### src/rtl/dmem_arb_pkg.sv
// dmem_arb_pkg: shared types and constants for the data-memory arbiter.
//   arb_state_e : sequencer states (idle, memory access, read wait, response)
//   ARB_RR/ARB_FIXED : arbitration policy selectors for ARB_MODE
//   P_CPU/P_DBG : port indices (0 = CPU load/store unit, 1 = debug/DMA loader)
package dmem_arb_pkg;

   typedef enum logic [1:0] {
      StIdle,
      StAccess,
      StWait,
      StResp
   } arb_state_e;

   localparam int unsigned ARB_RR    = 0;
   localparam int unsigned ARB_FIXED = 1;

   localparam logic P_CPU = 1'b0;
   localparam logic P_DBG = 1'b1;

endpackage

### src/rtl/dmem_arb_pick.sv
// dmem_arb_pick: combinational winner select between the two requesters.
//   req0, req1   : pending requests
//   last_grant   : port granted most recently (round-robin history)
//   grant_valid  : at least one request pending
//   grant_sel    : winning port index
module dmem_arb_pick
   import dmem_arb_pkg::*;
#(
   parameter int unsigned ARB_MODE = ARB_RR
) (
   input  logic req0,
   input  logic req1,
   input  logic last_grant,
   output logic grant_valid,
   output logic grant_sel
);

   always_comb begin
      grant_valid = req0 | req1;
      grant_sel   = P_CPU;
      if (req0 && req1) begin
         // On a tie, round-robin hands the grant to the port that did not win last.
         grant_sel = (ARB_MODE == ARB_FIXED) ? P_CPU : ~last_grant;
      end else if (req1) begin
         grant_sel = P_DBG;
      end
   end

endmodule

### src/rtl/dmem_arbiter.sv
// dmem_arbiter: shares one single-port data memory between two requesters.
// One access at a time is latched in IDLE, driven onto the memory port for one
// cycle, optionally waits out the memory read latency, then acks for one cycle.
//   sysclk, reset_n          : clock, asynchronous active-low reset
//   req/we/addr/wdata 0/1    : requester side inputs (req held until ack)
//   ack0/ack1                : one-cycle completion pulse
//   rdata0/rdata1            : read data, held until that port's next read
//   busy                     : high while not idle
//   mem_addr/mem_wdata/mem_write/mem_rdata : memory port
module dmem_arbiter
   import dmem_arb_pkg::*;
#(
   parameter int unsigned ADDR_W   = 8,
   parameter int unsigned DATA_W   = 8,
   parameter int unsigned RD_LAT   = 0,
   parameter int unsigned ARB_MODE = ARB_RR
) (
   input  logic              sysclk,
   input  logic              reset_n,
   input  logic              req0,
   input  logic              req1,
   input  logic              we0,
   input  logic              we1,
   input  logic [ADDR_W-1:0] addr0,
   input  logic [ADDR_W-1:0] addr1,
   input  logic [DATA_W-1:0] wdata0,
   input  logic [DATA_W-1:0] wdata1,
   output logic              ack0,
   output logic              ack1,
   output logic [DATA_W-1:0] rdata0,
   output logic [DATA_W-1:0] rdata1,
   output logic              busy,
   output logic [ADDR_W-1:0] mem_addr,
   output logic [DATA_W-1:0] mem_wdata,
   output logic              mem_write,
   input  logic [DATA_W-1:0] mem_rdata
);

   // Counter starts at RD_LAT-1 because the ACCESS cycle already covers one cycle of latency.
   localparam logic [1:0] WaitInit = (RD_LAT > 0) ? 2'(RD_LAT - 1) : 2'd0;

   arb_state_e state;
   logic       sel;
   logic       last_grant;
   logic [1:0] wait_cnt;
   logic       grant_valid;
   logic       grant_sel;

   dmem_arb_pick #(
      .ARB_MODE (ARB_MODE)
   ) u_pick (
      .req0        (req0),
      .req1        (req1),
      .last_grant  (last_grant),
      .grant_valid (grant_valid),
      .grant_sel   (grant_sel)
   );

   always_ff @(posedge sysclk or negedge reset_n) begin
      if (!reset_n) begin
         state      <= StIdle;
         sel        <= P_CPU;
         last_grant <= P_DBG;
         wait_cnt   <= 2'd0;
         mem_addr   <= '0;
         mem_wdata  <= '0;
         mem_write  <= 1'b0;
         ack0       <= 1'b0;
         ack1       <= 1'b0;
         rdata0     <= '0;
         rdata1     <= '0;
         busy       <= 1'b0;
      end else begin
         ack0 <= 1'b0;
         ack1 <= 1'b0;
         unique case (state)
            StIdle: begin
               if (grant_valid) begin
                  sel        <= grant_sel;
                  last_grant <= grant_sel;
                  mem_addr   <= (grant_sel == P_DBG) ? addr1 : addr0;
                  mem_wdata  <= (grant_sel == P_DBG) ? wdata1 : wdata0;
                  mem_write  <= (grant_sel == P_DBG) ? we1 : we0;
                  busy       <= 1'b1;
                  state      <= StAccess;
               end
            end
            StAccess: begin
               // mem_write doubles as the latched write flag for this access.
               mem_write <= 1'b0;
               if (mem_write || (RD_LAT == 0)) begin
                  if (!mem_write) begin
                     if (sel == P_DBG) rdata1 <= mem_rdata;
                     else              rdata0 <= mem_rdata;
                  end
                  if (sel == P_DBG) ack1 <= 1'b1;
                  else              ack0 <= 1'b1;
                  state <= StResp;
               end else begin
                  wait_cnt <= WaitInit;
                  state    <= StWait;
               end
            end
            StWait: begin
               if (wait_cnt == 2'd0) begin
                  if (sel == P_DBG) begin
                     rdata1 <= mem_rdata;
                     ack1   <= 1'b1;
                  end else begin
                     rdata0 <= mem_rdata;
                     ack0   <= 1'b1;
                  end
                  state <= StResp;
               end else begin
                  wait_cnt <= wait_cnt - 2'd1;
               end
            end
            StResp: begin
               // No arbitration here: a held req is only seen again in the following IDLE.
               busy  <= 1'b0;
               state <= StIdle;
            end
            default: begin
               busy  <= 1'b0;
               state <= StIdle;
            end
         endcase
      end
   end

endmodule

### config.mk
export PLATFORM = sky130hd
export DESIGN_NAME = dmem_arbiter
export DESIGN_NICKNAME = d
export VERILOG_FILES = /design/src/rtl/dmem_arb_pkg.sv /design/src/rtl/dmem_arb_pick.sv /design/src/rtl/dmem_arbiter.sv
export SDC_FILE = /design/constraint.sdc
export NUM_CORES = 1
export LEC_CHECK = 0
export ABC_CLOCK_PERIOD_IN_PS = 2850
export CAP_MARGIN = 20
export CORE_UTILIZATION = 47
export CTS_BUF_LIST = sky130_fd_sc_hd__clkbuf_4
export CTS_CLUSTER_DIAMETER = 80
export CTS_CLUSTER_SIZE = 10
export DETAILED_ROUTE_END_ITERATION = 12
export GPL_TIMING_DRIVEN = 0
export PLACE_DENSITY_LB_ADDON = 0.1
export SLEW_MARGIN = 40
export SYNTH_ARGS = -nofsm -noshare
export SYNTH_HDL_FRONTEND = slang
export SYNTH_SLANG_ARGS = --single-unit
### constraint.sdc
create_clock -name sysclk -period 2.85 [get_ports sysclk]
set_input_delay 0.4275 -clock sysclk [delete_from_list [all_inputs] [get_ports sysclk]]
set_output_delay 0.4275 -clock sysclk [all_outputs]
set_load 0.02 [all_outputs]
# Yosys cells after proc, flatten, opt, wreduce, memory -nomap -nowiden
# Index checks and enable logic that the tools add are counted.
# totals
out_inout_bits	36
word_cells	60
input_bits	46
reg_bits	42
# classes
n_reduce_logical	12
n_mux	26
n_addsub	1
n_bitwise	3
eq_ne	6
# op_table
operator	count
two-way mux 8 bit	8
case mux 8 bit (2 select lines)	2
AND reduction 2 bit	5
two-way mux 1 bit	9
case mux 1 bit (2 select lines)	4
case mux 2 bit (4 select lines)	1
!= test 2 bit, second input constant	3
nonzero test 2 bit	3
equality test 2 bit, second input constant	2
zero test 2 bit	2
two-way mux 2 bit	2
AND reduction 3 bit	1
equality test 2 x 1 -> 1 bit, second input constant	1
inverter 1 bit	2
subtractor 2 x 1 -> 2 bit, second input constant	1
logical AND 1 bit	1
OR 1 bit	1

# Logic depth before layout (Yosys ltp)
# logic_depth
depth_word	5
depth_mapped	6
depth_no_buf	5

# By module
# From an unflattened synthesis, not the netlist that was laid out.
# unflattened
cells_unflattened	155
hier_area_um2	1894.3
# modules_own_cells
module	cells_per_inst	area_each_um2	instances	seq_area_each_um2
dmem_arbiter	153	1880.6	1	1052.3
dmem_arb_pick	2	13.8	1	0.0

# Worst setup path after synthesis
# OpenSTA, ideal clock, no wires.
# synth_path
kind	flip-flop to flip-flop
from	register state[0]
to	register state[1]
setup_slack_ns	1.298
path_stages_with_launch	7
synth_period_minus_slack_ns	1.552
n_path_buf	1
t_arrival_ns	1.427
t_required_ns	2.725
setup_time_ns	0.125
cell_sequence	dfrtp_1 -> inv_1 -> ha_1 -> nand2b_1 -> buf_2 -> o31a_1 -> mux2_2
# synth_via
elab_chain_len	3
word_cells_on_any_way	8
cone_classes	eq/ne (5); mux (1); reduce/logical (2)
# synth_lines
item	line_no	text
from (decl)	dmem_arbiter.sv:42	arb_state_e state;
from (signal assigned)	dmem_arbiter.sv:61	state <= StIdle;
from (signal assigned)	dmem_arbiter.sv:85	state <= StAccess;
from (signal assigned)	dmem_arbiter.sv:98	state <= StResp;
equality test 2 bit or zero test 2 bit (tied branches)	dmem_arbiter.sv:76	unique case (state)
!= test 2 bit (no line)	-	
AND reduction 2 bit (no line)	-	
# Parallel ways exist; a longest one is shown, timed or not.
# A chain may end at the register's enable or synchronous reset.

# Worst setup path after layout
# layout_path
from	register mem_write
to	output mem_write
# layout_rtl
item	line_no	text
from (decl)	dmem_arbiter.sv:35	output logic mem_write,
from (signal assigned)	dmem_arbiter.sv:83	mem_write <= (grant_sel == P_DBG) ? we1 : we0;
# No word-level cell between the ends.

==> impl_results.md <==
* Setup Crit Path Kind: reg -> out
* Area grow syn2layout at 48.11%
* Clock root buffer: clkbuf_4
* Worst min path class: in -> async
* Syn. warnings at 0
* Count of different cell masters after synthesis at 25
* Grt ovf at 0
* Largest family of logic cells by synthesized area: multiplexers
* H-tree levels at 2
* Flops & latches, synth at 42
* Post-cts resize count at 0
* Syn avg cell area at 12.44 sq um
* VDD IR max at 0.4914 mV
* WL per Instance at 14.44 um
* Fin util at 74.25%
* Normalized max-slew margin at 65.47%
* Post-Layout Cell Count at 287
* Worst setup margin at 1068 ps
* Simple-gate share of the synthesized area at 7.876%
* Final ANT Viol Nets at 0
* Final hold viol count at 0
* Post-Synth Adder-Cell Area at 4.633%
* Hold-fix buffers, CTS at 0
* Most frequent cells in the layout: 80 x clkdlybuf4s50_1, 41 x dfrtp_1, 20 x nand2_1
* I/O Pins at 82
* Worst-path cell chain: clkdlybuf4s50_1
* Detailed-placement wirelength estimate at 3.178 mm
* DR pass1 iterations at 4
* First-pass GRT wire length at 6.548 mm
* Die X at 65.42 um
* Critical path's slowest cell: clkdlybuf4s50_1
* WP data required at 2420 ps
* Xor/xnor share of the synthesized area at 0.4633%
* Slew Limit Fails at 0
* Endpoints failing setup at 0
* Share of layout cells above drive strength 1 at 13.39%
* CP Capture Type: primary output
* Post-synthesis compound-gate area fraction at 8.273%
* DP Cell Count at 281
* Die height at 65.42 um
* Row count at 22
* Crit path time final at 1782 ps
* Syn Inst Count at 152
* Crit path launch type: flop
* Synth top area cells: dfrtp_1 54%, mux2_2 10%, mux2i_1 9.5%, ha_1 4.6%, nand2_1 4.0%
* Largest net degree at the start of global routing at 43
* Worst path depth at 1
* # DRC at 0
* Core Box Area at 0.003771 sq mm
* Fin Setup TNS at 0 ps
* Critical Path AT at 1350 ps
* Register area share after synthesis at 55.66%
* Reg2reg path depth at 6
* Initial antenna violation count at 0
* Port bufs at 81
* Final WL at 4.143 mm
* Synth top area share at 54.27%
* Mux share of post-synthesis cell area at 19.66%
* Max-cap violations at 0
* Antenna cells at 0
* F_max at 0.5613 GHz
* Post-DR vias/cell at 5.087
* Final Skew at 11.36 ps
* Outcome: complete, no violations
* Pwr dens at 1042 mW/mm^2
* Die area at 0.004280 sq mm
* GRT Resource Usage Total at 20.56%
* Clk_lat worst skew at 330 ps
* Detailed router's first-iteration violation count at 50
* Clock Tree Buf Depth at 2
* Max stage delay on crit path at 620 ps
* RSZ-0062 raised after global routing: no
* Worst-margin pin slew at 518.0 ps
* Clk sinks at 42
* Pre-CTS setup slack at 872.7 ps
* Vias in the first global route at 1476
* WP buf/inv at 1
* Cell Area, Synth at 0.001891 sq mm
* Commonest non-fill, non-tap cell in the layout: clkdlybuf4s50_1
* Lkg Pwr at 1.259 nW
* GPL Wtd Cong at 0.7328
* Clock transition at the registers of the reported paths at 110 ps
* Period Utilization, post-route at 62.51%
* Final Net Count at 293
* Starting Density at 50.13%
* TritonCTS Buffers at 5
* Largest fanout on the critical path at 3
* Vias after detailed routing at 1460
* Syn_nets at 205
* Setup bufs post-CTS at 0
* Cell accounting for the most synthesized area: dfrtp_1
* CTS tree: built
* Largest delay contributor family on the critical path: buffers and inverters
## layout make-up
type                    instances  area [sq um]
plain buffers                   6         42.54
clock buffers                   5         37.54
clock inverters                 1         3.754
fillers                       248         970.9
inverters                       6         22.52
multi-input cells              98         773.2
flip-flops and latches         42          1052
well taps                      48         60.06
repair buffers                 81         808.3
## registers in the layout, summed over array words and instances, names as in the netlist, 2 cells and up
signal / flops
mem_addr: 8
wait_cnt: 2
mem_wdata: 8
rdata0: 8
state: 2
rdata1: 8
## cell usage after synthesis
cell      instances
nand3_1           1
a21bo_1           1
buf_2             3
o31ai_1           1
inv_1             6
nand2b_1          2
o311ai_0          1
o21ai_0          11
nand4b_4          1
mux2i_1          18
ha_1              7
nor2_1            1
buf_6             2
nand2_1          20
o21ai_1          10
a31oi_1           1
nand4_4           1
dfrtp_1          41
mux2_2           17
xnor2_1           1
nor3b_1           1
o31a_1            1
clkbuf_2          1
a21oi_1           2
dfstp_2           1
## power breakdown
| part | internal, W | switching (W) | total [W] |
|---|---|---|---|
| sequential | 0.000882 | 0.000165 | 0.00105 |
| combinational | 0.000835 | 0.000788 | 0.00162 |
| clock | 0.0000845 | 0.000164 | 0.000249 |
| total | 0.00180 | 0.00112 | 0.00292 |
## cell families after synthesis
logic type	count (synthesis)
fa+ha+maj	7
compound gates	28
mux	35
simple gates	27
buf+inv	12
xor+xnor	1
flops	42
## through the flow
step / hold WS, ps / cell area [sq um] / total power [W]
2_1_floorplan: 131.9 / 1891 / 0.001965
3_3_place_gp: 460.6 / 2761 / 0.002627
3_5_place_dp: 435.9 / 2759 / 0.002694
4_1_cts: 65.32 / 2800 / 0.002945
5_1_grt: 68.28 / 2800 / 0.003106
6_report: 58.95 / 2800 / 0.002917
## path summary, 6_finish.rpt
check	slack [ps]	to	from
worst max-delay path	1070	mem_write	mem_write$_DFFE_PN0P_
worst min-delay path	60	rdata1[1]$_DFFE_PN0P_	reset_n
worst max register to register	1130	state[1]$_DFFE_PN0P_	state[0]$_DFFE_PN0P_
worst min register to register	490	wait_cnt[1]$_DFFE_PN0P_	wait_cnt[1]$_DFFE_PN0P_
max in group asynchronous	2410	last_grant$_DFFE_PN1P_	reset_n
min in group sysclk	490	wait_cnt[1]$_DFFE_PN0P_	wait_cnt[1]$_DFFE_PN0P_
## metal layers
layer,wire length (um),GRT usage [%],vias to the layer above,part of all wire (%)
met5,0,0,-,0
met4,82,9.511,0,2.0
met1,1701,23.02,696,41
met3,280,6.250,8,6.8
met2,2079,35.57,58,50
li1,-,-,698,-
Power figures use the tool's default switching activity.
